<file path="src/rtl/adder_tree_csa_checker_sat_counter.sv">
// Saturating up-counter used for the checker's pass and fail tallies.
// Once it reaches all-ones it holds there and never wraps.
module sat_counter #(
   parameter int W = 16
) (
   input  logic         clk,
   input  logic         rst,
   input  logic         inc,
   output logic [W-1:0] cnt
);

   logic [W-1:0] cnt_q;

   // Count one per inc pulse, sticking at the maximum value.
   always_ff @(posedge clk) begin
      // NOTE: sequential state is written with <= so every flop samples the
      // pre-edge values, independent of statement order.
      if (rst) begin
         cnt_q <= '0;
      end else if (inc && (cnt_q != '1)) begin
         cnt_q <= cnt_q + W'(1);
      end
   end

   assign cnt = cnt_q;

endmodule

</file>
<file path="config.mk">
export PLATFORM = sky130hd
export DESIGN_NAME = sat_counter
export DESIGN_NICKNAME = d
export VERILOG_FILES = /design/src/rtl/adder_tree_csa_checker_sat_counter.sv
export SDC_FILE = /design/constraint.sdc
export NUM_CORES = 1
export LEC_CHECK = 0
export ABC_CLOCK_PERIOD_IN_PS = 1560
export CORE_MARGIN = 4
export CORE_UTILIZATION = 43
export CTS_BUF_LIST = sky130_fd_sc_hd__clkbuf_16
export DETAILED_ROUTE_END_ITERATION = 16
export PLACE_DENSITY = 0.73
export SLEW_MARGIN = 20
export SYNTH_ARGS = -nofsm -noshare
export SYNTH_HDL_FRONTEND = slang
export SYNTH_SLANG_ARGS = --single-unit
</file>
<file path="constraint.sdc">
create_clock -name clk -period 1.56 [get_ports clk]
set_input_delay 0.312 -clock clk [delete_from_list [all_inputs] [get_ports clk]]
set_output_delay 0.312 -clock clk [all_outputs]
set_load 0.01 [all_outputs]
</file>
==> results of run 1 <==
[timing repair]
| action | in CTS | in global routing |
|---|---|---|
| endpoints found under the hold margin | 0 | 0 |
| setup buffers | 1 | 3 |
| setup endpoints to repair | 16 | 20 |
| gates resized for setup | 17 | 28 |
| pin swaps | 1 | 8 |
[metal layers]
layer | GRT usage (%) | part of all wire, % | vias to the layer above
met5 | 0 | 0 | -
met4 | 14.04 | 4.2 | 0
met3 | 4.558 | 6.0 | 19
met2 | 40.91 | 50 | 54
met1 | 24.91 | 40 | 503
li1 | - | - | 487
[cells in the mapped netlist]
cell / number
mux2i_1: 1
a21oi_1: 10
nor4_1: 2
ha_1: 1
clkbuf_1: 2
nor2_1: 6
o31ai_1: 6
buf_2: 1
mux2_2: 1
nand2_1: 6
or4_1: 7
o21ai_0: 4
nor4_4: 1
buf_1: 1
nand4_1: 3
nor4bb_1: 1
o41ai_1: 1
o21a_1: 1
xnor2_1: 2
and3_1: 1
nand3b_1: 1
nor3_1: 4
nand2_2: 1
and4_1: 3
o311ai_0: 1
inv_1: 3
nand3_1: 6
nor2b_1: 2
or3_1: 3
nand4_4: 1
dfxtp_1: 16
[area by class of cell]
type / count / share of cell area [%]
multi-input combinational: 76 / 39.49
tap: 25 / 2.053
clock buffer: 3 / 4.926
timing repair buffer: 51 / 29.39
inverter: 3 / 0.7389
sequential: 16 / 23.15
clock inverter: 1 / 0.2463
[cells by family (layout without fill, tap and decap cells)]
group                    Yosys count  after routing
AND/OR/NAND/NOR                   48             48
buffers and inverters              7             58
AO/OA/AOI/OAI                     23             23
adder cells (fa/ha/maj)            1              1
multiplexers                       2              2
flip-flops                        16             16
XOR/XNOR                           2              2
[worst min-delay path, cell delays in order (launching register included)]
cell and delay [ps]:
dfxtp_2 340, o31ai_1 60, a21oi_1 60
[how the worst max path moves through the flow]
stage | slack, ps | to | depth (start not counted) | startpoint
final | -60 | cnt[15]$_SDFFE_PP0P_ | 4 | cnt[14]$_SDFFE_PP0P_
after floorplan | 0.4 | cnt[15]$_SDFFE_PP0P_ | 4 | cnt[9]$_SDFFE_PP0P_
after detailed placement | -210 | cnt[12]$_SDFFE_PP0P_ | 6 | inc
after CTS | -10 | cnt[15]$_SDFFE_PP0P_ | 4 | cnt[12]$_SDFFE_PP0P_
after global routing | -140 | cnt[1]$_SDFFE_PP0P_ | 5 | cnt[11]$_SDFFE_PP0P_
after global placement | -150 | cnt[13]$_SDFFE_PP0P_ | 5 | inc
[power groups by stage]
stage          sequential [mW]  clock, mW  combinational [mW]
2_1_floorplan            0.424          0              0.0149
3_3_place_gp             0.420          0              0.0494
3_5_place_dp             0.421          0              0.0503
4_1_cts                  0.413      0.507              0.0485
5_1_grt                  0.410      0.534              0.0565
6_report                 0.410      0.510              0.0515
[per-stage QoR]
stage | cells | hold slack (ps) | utilization, % | worst slack, ps | power, mW
after floorplan | 99 | 471.7 | - | 0.4197 | 0.4387
after global placement | 169 | 499.1 | 72.57 | -147.1 | 0.4699
after detailed placement | 169 | 512.7 | 72.57 | -207.1 | 0.4712
after CTS | 174 | 500.9 | 78.82 | -13.73 | 0.9685
after global routing | 175 | 510.3 | 84.58 | -139.1 | 1.000
final | 175 | 501.9 | 84.58 | -58.72 | 0.9711
==> results.cfg, run 1 <==
[layout]
largest_register_ffs = 16
stdcell_area_um2 = 1524
antenna-diode-count = 0
final-seq-area_um2 = 352.8
multiInputGateArea_um2 = 601.8
final_layout_size_suffix_gt1_share_pct = 48.67
fillers = 106
final_cell_mix = 32 x buf_4, 11 x dfxtp_2, 7 x a21oi_1, 7 x dlygate4sd2_1
layout_commonest_cell = buf_4
fin_nets = 155
area_growth_pct = 79.65

[synth]
synthSimpleGateAreaFrac_pct = 36.43
synth_area_um2 = 848.3
synthTopCellsByArea = dfxtp_1 38%, or4_1 6.2%, a21oi_1 5.9%
synth_top_family_by_area = simple AND/OR/NAND/NOR gates
ys_types = 31
yosys_warnings = 0
ys_ff_latch = 16
synthXorXnorAreaFrac_pct = 2.065
ys_seq_area_share_pct = 37.76
synth_top_cell_area_share_pct = 37.76
synth-adder-area-share_pct = 1.475
synth_mux_area_share_pct = 2.507
synth_compound_area_share_pct = 16.52
syn_inst = 99
synth_largest_area_cell = dfxtp_1
synth_fp_nets = 103
syn_area_per_cell_um2 = 8.569

[flow_run]
cap_violations = 0

[routing]
firstDrtPassIters = 4
ant_nets = 0
via_count = 1063
viasPerCell = 6.074
route.detailed.drc = 0
routed_wl_mm = 3.130
first_iter_violations = 27
detail_route.wl_per_cell_um = 17.89

[critical_path]
crit_path_start_kind = flip-flop
path_buf_inv = 0
crit_fanout = 5
crit_path_top_delay_cell = or4_4
cp-end-kind = flip-flop
crit_type = flip-flop to flip-flop
cp.required_ps = 1730
regToRegStartpoint = cnt[14]$_SDFFE_PP0P_
crit_arrival_ps = 1790
r2r_end = cnt[15]$_SDFFE_PP0P_
critical-path-max-stage-delay_ps = 530
reg2reg_depth = 4
r2r_slack_ps = -60
cp_top_family = simple AND/OR/NAND/NOR gates
crit_chain = nand2_1 > or4_4 > or4_1 > a21oi_1

[outcome]
status = finished, violations left
violations = setup timing

[hold_path]
hold_path_class = flip-flop to flip-flop
whs_path_depth = 2
hp-start = cnt[3]$_SDFFE_PP0P_
hold_end = cnt[3]$_SDFFE_PP0P_

[floorplanning]
die_x_um = 52.42
num_rows = 15
coreArea_um2 = 1802
dieArea_um2 = 2747
initial_core_util_pct = 47.08
fp.dieH_um = 52.42
ios = 19

[global_route]
antenna_found_initial = 0
grt_start_max_net_pins = 12
gr-usage-all-layers_pct = 23.14
grt_pass1_vias = 1069
grt_overflow_total = 0
grt_pass1_wl_mm = 4.712

[power_and_ir_drop]
leakagePower_nw = 0.7061
power_density_nw_per_um2 = 637.2
p_int_mw = 0.7719
switchingPower_mw = 0.1993
switching_share_pct = 20.52
power_frac_seq_pct = 42.2
p_clk_share_pct = 52.5
max-vdd-ir-drop_uv = 564.8
combPwrFrac_pct = 5.3

[timing]
setup_ws_ps = -58.72
max_freq_ghz = 0.6178
final.period_utilization_pct = 103.8
tns_ps = -142.6
skew_ps = 4.094
relSlewSlack_pct = 72.39
worst_pin_slew_ps = 411.0
fin_crit_ps = 1619
finalSetupViolCount = 6
hold_viol = 0
slew_viol_final = 0
grt_setup_unrepaired = true

[place]
place_area_um2 = 1308
place.gp.congestion = 0.8913
dp_hpwl_mm = 1.838
port_buffers = 18

[cts]
clock_sinks = 16
cts.path.max_buffers = 2
cts.clk_slew.worst_paths_ps = 50
clk_latency_ps = 250
cts_tree = yes
root_buffer = clkbuf_16
holdBufCountCts = 0
cts.htree.levels = 1
cts_buffers = 3
No activity file was read; power rests on OpenSTA's default activity.
==> run 2: changes to the inputs <==
--- a/config.mk
+++ b/config.mk
@@ -9,6 +9,6 @@
 export CORE_MARGIN = 4
-export CORE_UTILIZATION = 43
+export CORE_UTILIZATION = 40
 export CTS_BUF_LIST = sky130_fd_sc_hd__clkbuf_16
 export DETAILED_ROUTE_END_ITERATION = 16
-export PLACE_DENSITY = 0.73
+export PLACE_DENSITY = 0.68
 export SLEW_MARGIN = 20
--- a/constraint.sdc
+++ b/constraint.sdc
@@ -3,2 +3,2 @@
 set_output_delay 0.312 -clock clk [all_outputs]
-set_load 0.01 [all_outputs]
+set_load 0.05 [all_outputs]
==> results.cfg, run 2 (synthesis gave the netlist of run 1 again) <==
[floorplanning]
ios = 19
num_rows = 16
die_x_um = 54.05
fp.dieH_um = 54.05
initial_core_util_pct = 42.80
coreArea_um2 = 1982
dieArea_um2 = 2921

[timing]
max_freq_ghz = 0.5891
hold_viol = 0
skew_ps = 2.910
timing.hold.ws_ps = 558.7
fin_crit_ps = 1697
grt_setup_unrepaired = true
worst_pin_slew_ps = 549.5
relSlewSlack_pct = 62.90
finalSetupViolCount = 8
final.period_utilization_pct = 108.8
setup_ws_ps = -137.5
slew_viol_final = 0

[layout]
final_cell_mix = 37 x buf_4, 17 x buf_12, 16 x dfxtp_4
final_layout_size_suffix_gt1_share_pct = 65.82
antenna-diode-count = 0
stdcell_area_um2 = 1844
largest_register_ffs = 16
final_core_util_pct = 93.06
layout_commonest_cell = buf_4
fin_nets = 163
area_growth_pct = 117.4
fillers = 68

[outcome]
violations = setup timing
status = finished, violations left

[cts]
cts.clk_slew.worst_paths_ps = 60
holdBufCountCts = 0
cts.htree.levels = 1
cts.path.max_buffers = 2
clk_latency_ps = 260
cts_tree = yes
root_buffer = clkbuf_16
clock_sinks = 16
cts_buffers = 3

[routing]
dr.max_layer_used = met4
route.detailed.drc = 0
first_iter_violations = 69
routed_wl_mm = 4.794
detail_route.wl_per_cell_um = 25.91
firstDrtPassIters = 4
ant_nets = 0
met2_length_mm = 2.347
viasPerCell = 6.600
met3_length_um = 410
wl_met1_mm = 1.730
via_count = 1221

[critical_path]
reg2reg_depth = 5
crit_chain = buf_4 > nand3_1 > o311ai_0 > xnor2_1 > nor2b_1
crit_path_start_kind = flip-flop
crit_type = flip-flop to flip-flop
cp.required_ps = 1720
r2r_slack_ps = -140
crit_fanout = 3
crit_path_top_delay_cell = o311ai_0
crit_arrival_ps = 1860
cp-end-kind = flip-flop
critical-path-max-stage-delay_ps = 530

[global_route]
antenna_found_initial = 0
gr-usage-all-layers_pct = 27.77
grt_pass1_vias = 1186
grt_start_max_net_pins = 11
grt_pass1_wl_mm = 5.733
grt_overflow_total = 0

[place]
port_buffers = 18
place_area_um2 = 1546
dp_slack_ps = -288.7
place.gp.congestion = 0.8422
dp_hpwl_mm = 2.101

[hold_path]
whs_path_depth = 2
hold_path_class = flip-flop to flip-flop

[power_and_ir_drop]
max-vdd-ir-drop_uv = 669.6
power_density_nw_per_um2 = 554.6
power_mw = 1.023
leakagePower_nw = 0.7332

[flow_run]
cap_violations = 0
==> run 2: changes by cell type in the layout (fill, tap and decap cells not counted), moves of 2 or more <==
| cell | delta |
|---|---|
| buf_12 | +16 |
| buf_4 | +5 |
| buf_6 | +2 |
| clkdlybuf4s50_1 | -3 |
| dfxtp_2 | -11 |
| dfxtp_4 | +11 |
| dlygate4sd2_1 | -7 |
| dlymetal6s2s_1 | -5 |
| nand2_4 | +2 |
| nand3_2 | -2 |
| nand3_4 | +2 |
| o31ai_1 | -2 |
| o31ai_4 | +2 |
==> run 2: critical path: cells and delay by family (launching register included) <==
kind	cells	cell delay, ps
xor gates and xnor gates	1	190
and+or+nand+nor	2	400
AOI/OAI and AO/OA	1	530
DFF	1	360
buffers and inverters	1	130
==> run 2: final timing paths <==
| kind | startpoint | to |
|---|---|---|
| min | cnt[3]$_SDFFE_PP0P_ | cnt[3]$_SDFFE_PP0P_ |
| max reg2reg | cnt[14]$_SDFFE_PP0P_ | cnt[8]$_SDFFE_PP0P_ |
| min reg2reg | cnt[3]$_SDFFE_PP0P_ | cnt[3]$_SDFFE_PP0P_ |
| max | cnt[14]$_SDFFE_PP0P_ | cnt[8]$_SDFFE_PP0P_ |
==> run 2: power breakdown <==
group	total [mW]	leakage, nW	switching (mW)	internal (mW)
Sequential	0.394	0.142	0.00649	0.388
Clock	0.544	0.0385	0.202	0.342
Combinational	0.0845	0.553	0.0463	0.0382
==> run 2: cell type report <==
class / instances / area (um2) / share of cell area [%]
inverter: 3 / 11.26 / 0.6106
clock buffer: 3 / 75.07 / 4.071
multi-input combinational: 76 / 665.6 / 36.09
clock inverter: 1 / 3.754 / 0.2035
tap: 27 / 33.78 / 1.832
timing repair buffer: 59 / 674.4 / 36.57
sequential: 16 / 380.4 / 20.62
==> run 2: through the flow <==
stage               setup TNS [ps]  std cells
floorplan                   -106.8         99
global placement             -1628        174
detailed placement           -2321        174
CTS                              0        183
global route                 -1274        185
finish                      -409.5        185
==> run 2: what timing repair did <==
| item | CTS | global route |
|---|---|---|
| setup buffers | 5 | 2 |
| resized for setup | 13 | 22 |
| setup endpoints to repair | 8 | 16 |
| pin swaps | 5 | 12 |
==> run 2: metal layers <==
layer | GRT usage (%) | vias up
met4 | 21.58 | 0
met3 | 4.432 | 32
met2 | 47.98 | 106
li1 | - | 499
met5 | 0 | -
met1 | 29.80 | 584
==> run 3: changes to the inputs <==
CTS_CLUSTER_SIZE = 30   (was not set)
==> results of run 3 <==
The final DEF is identical to that of run 2; final timing and power are the same.
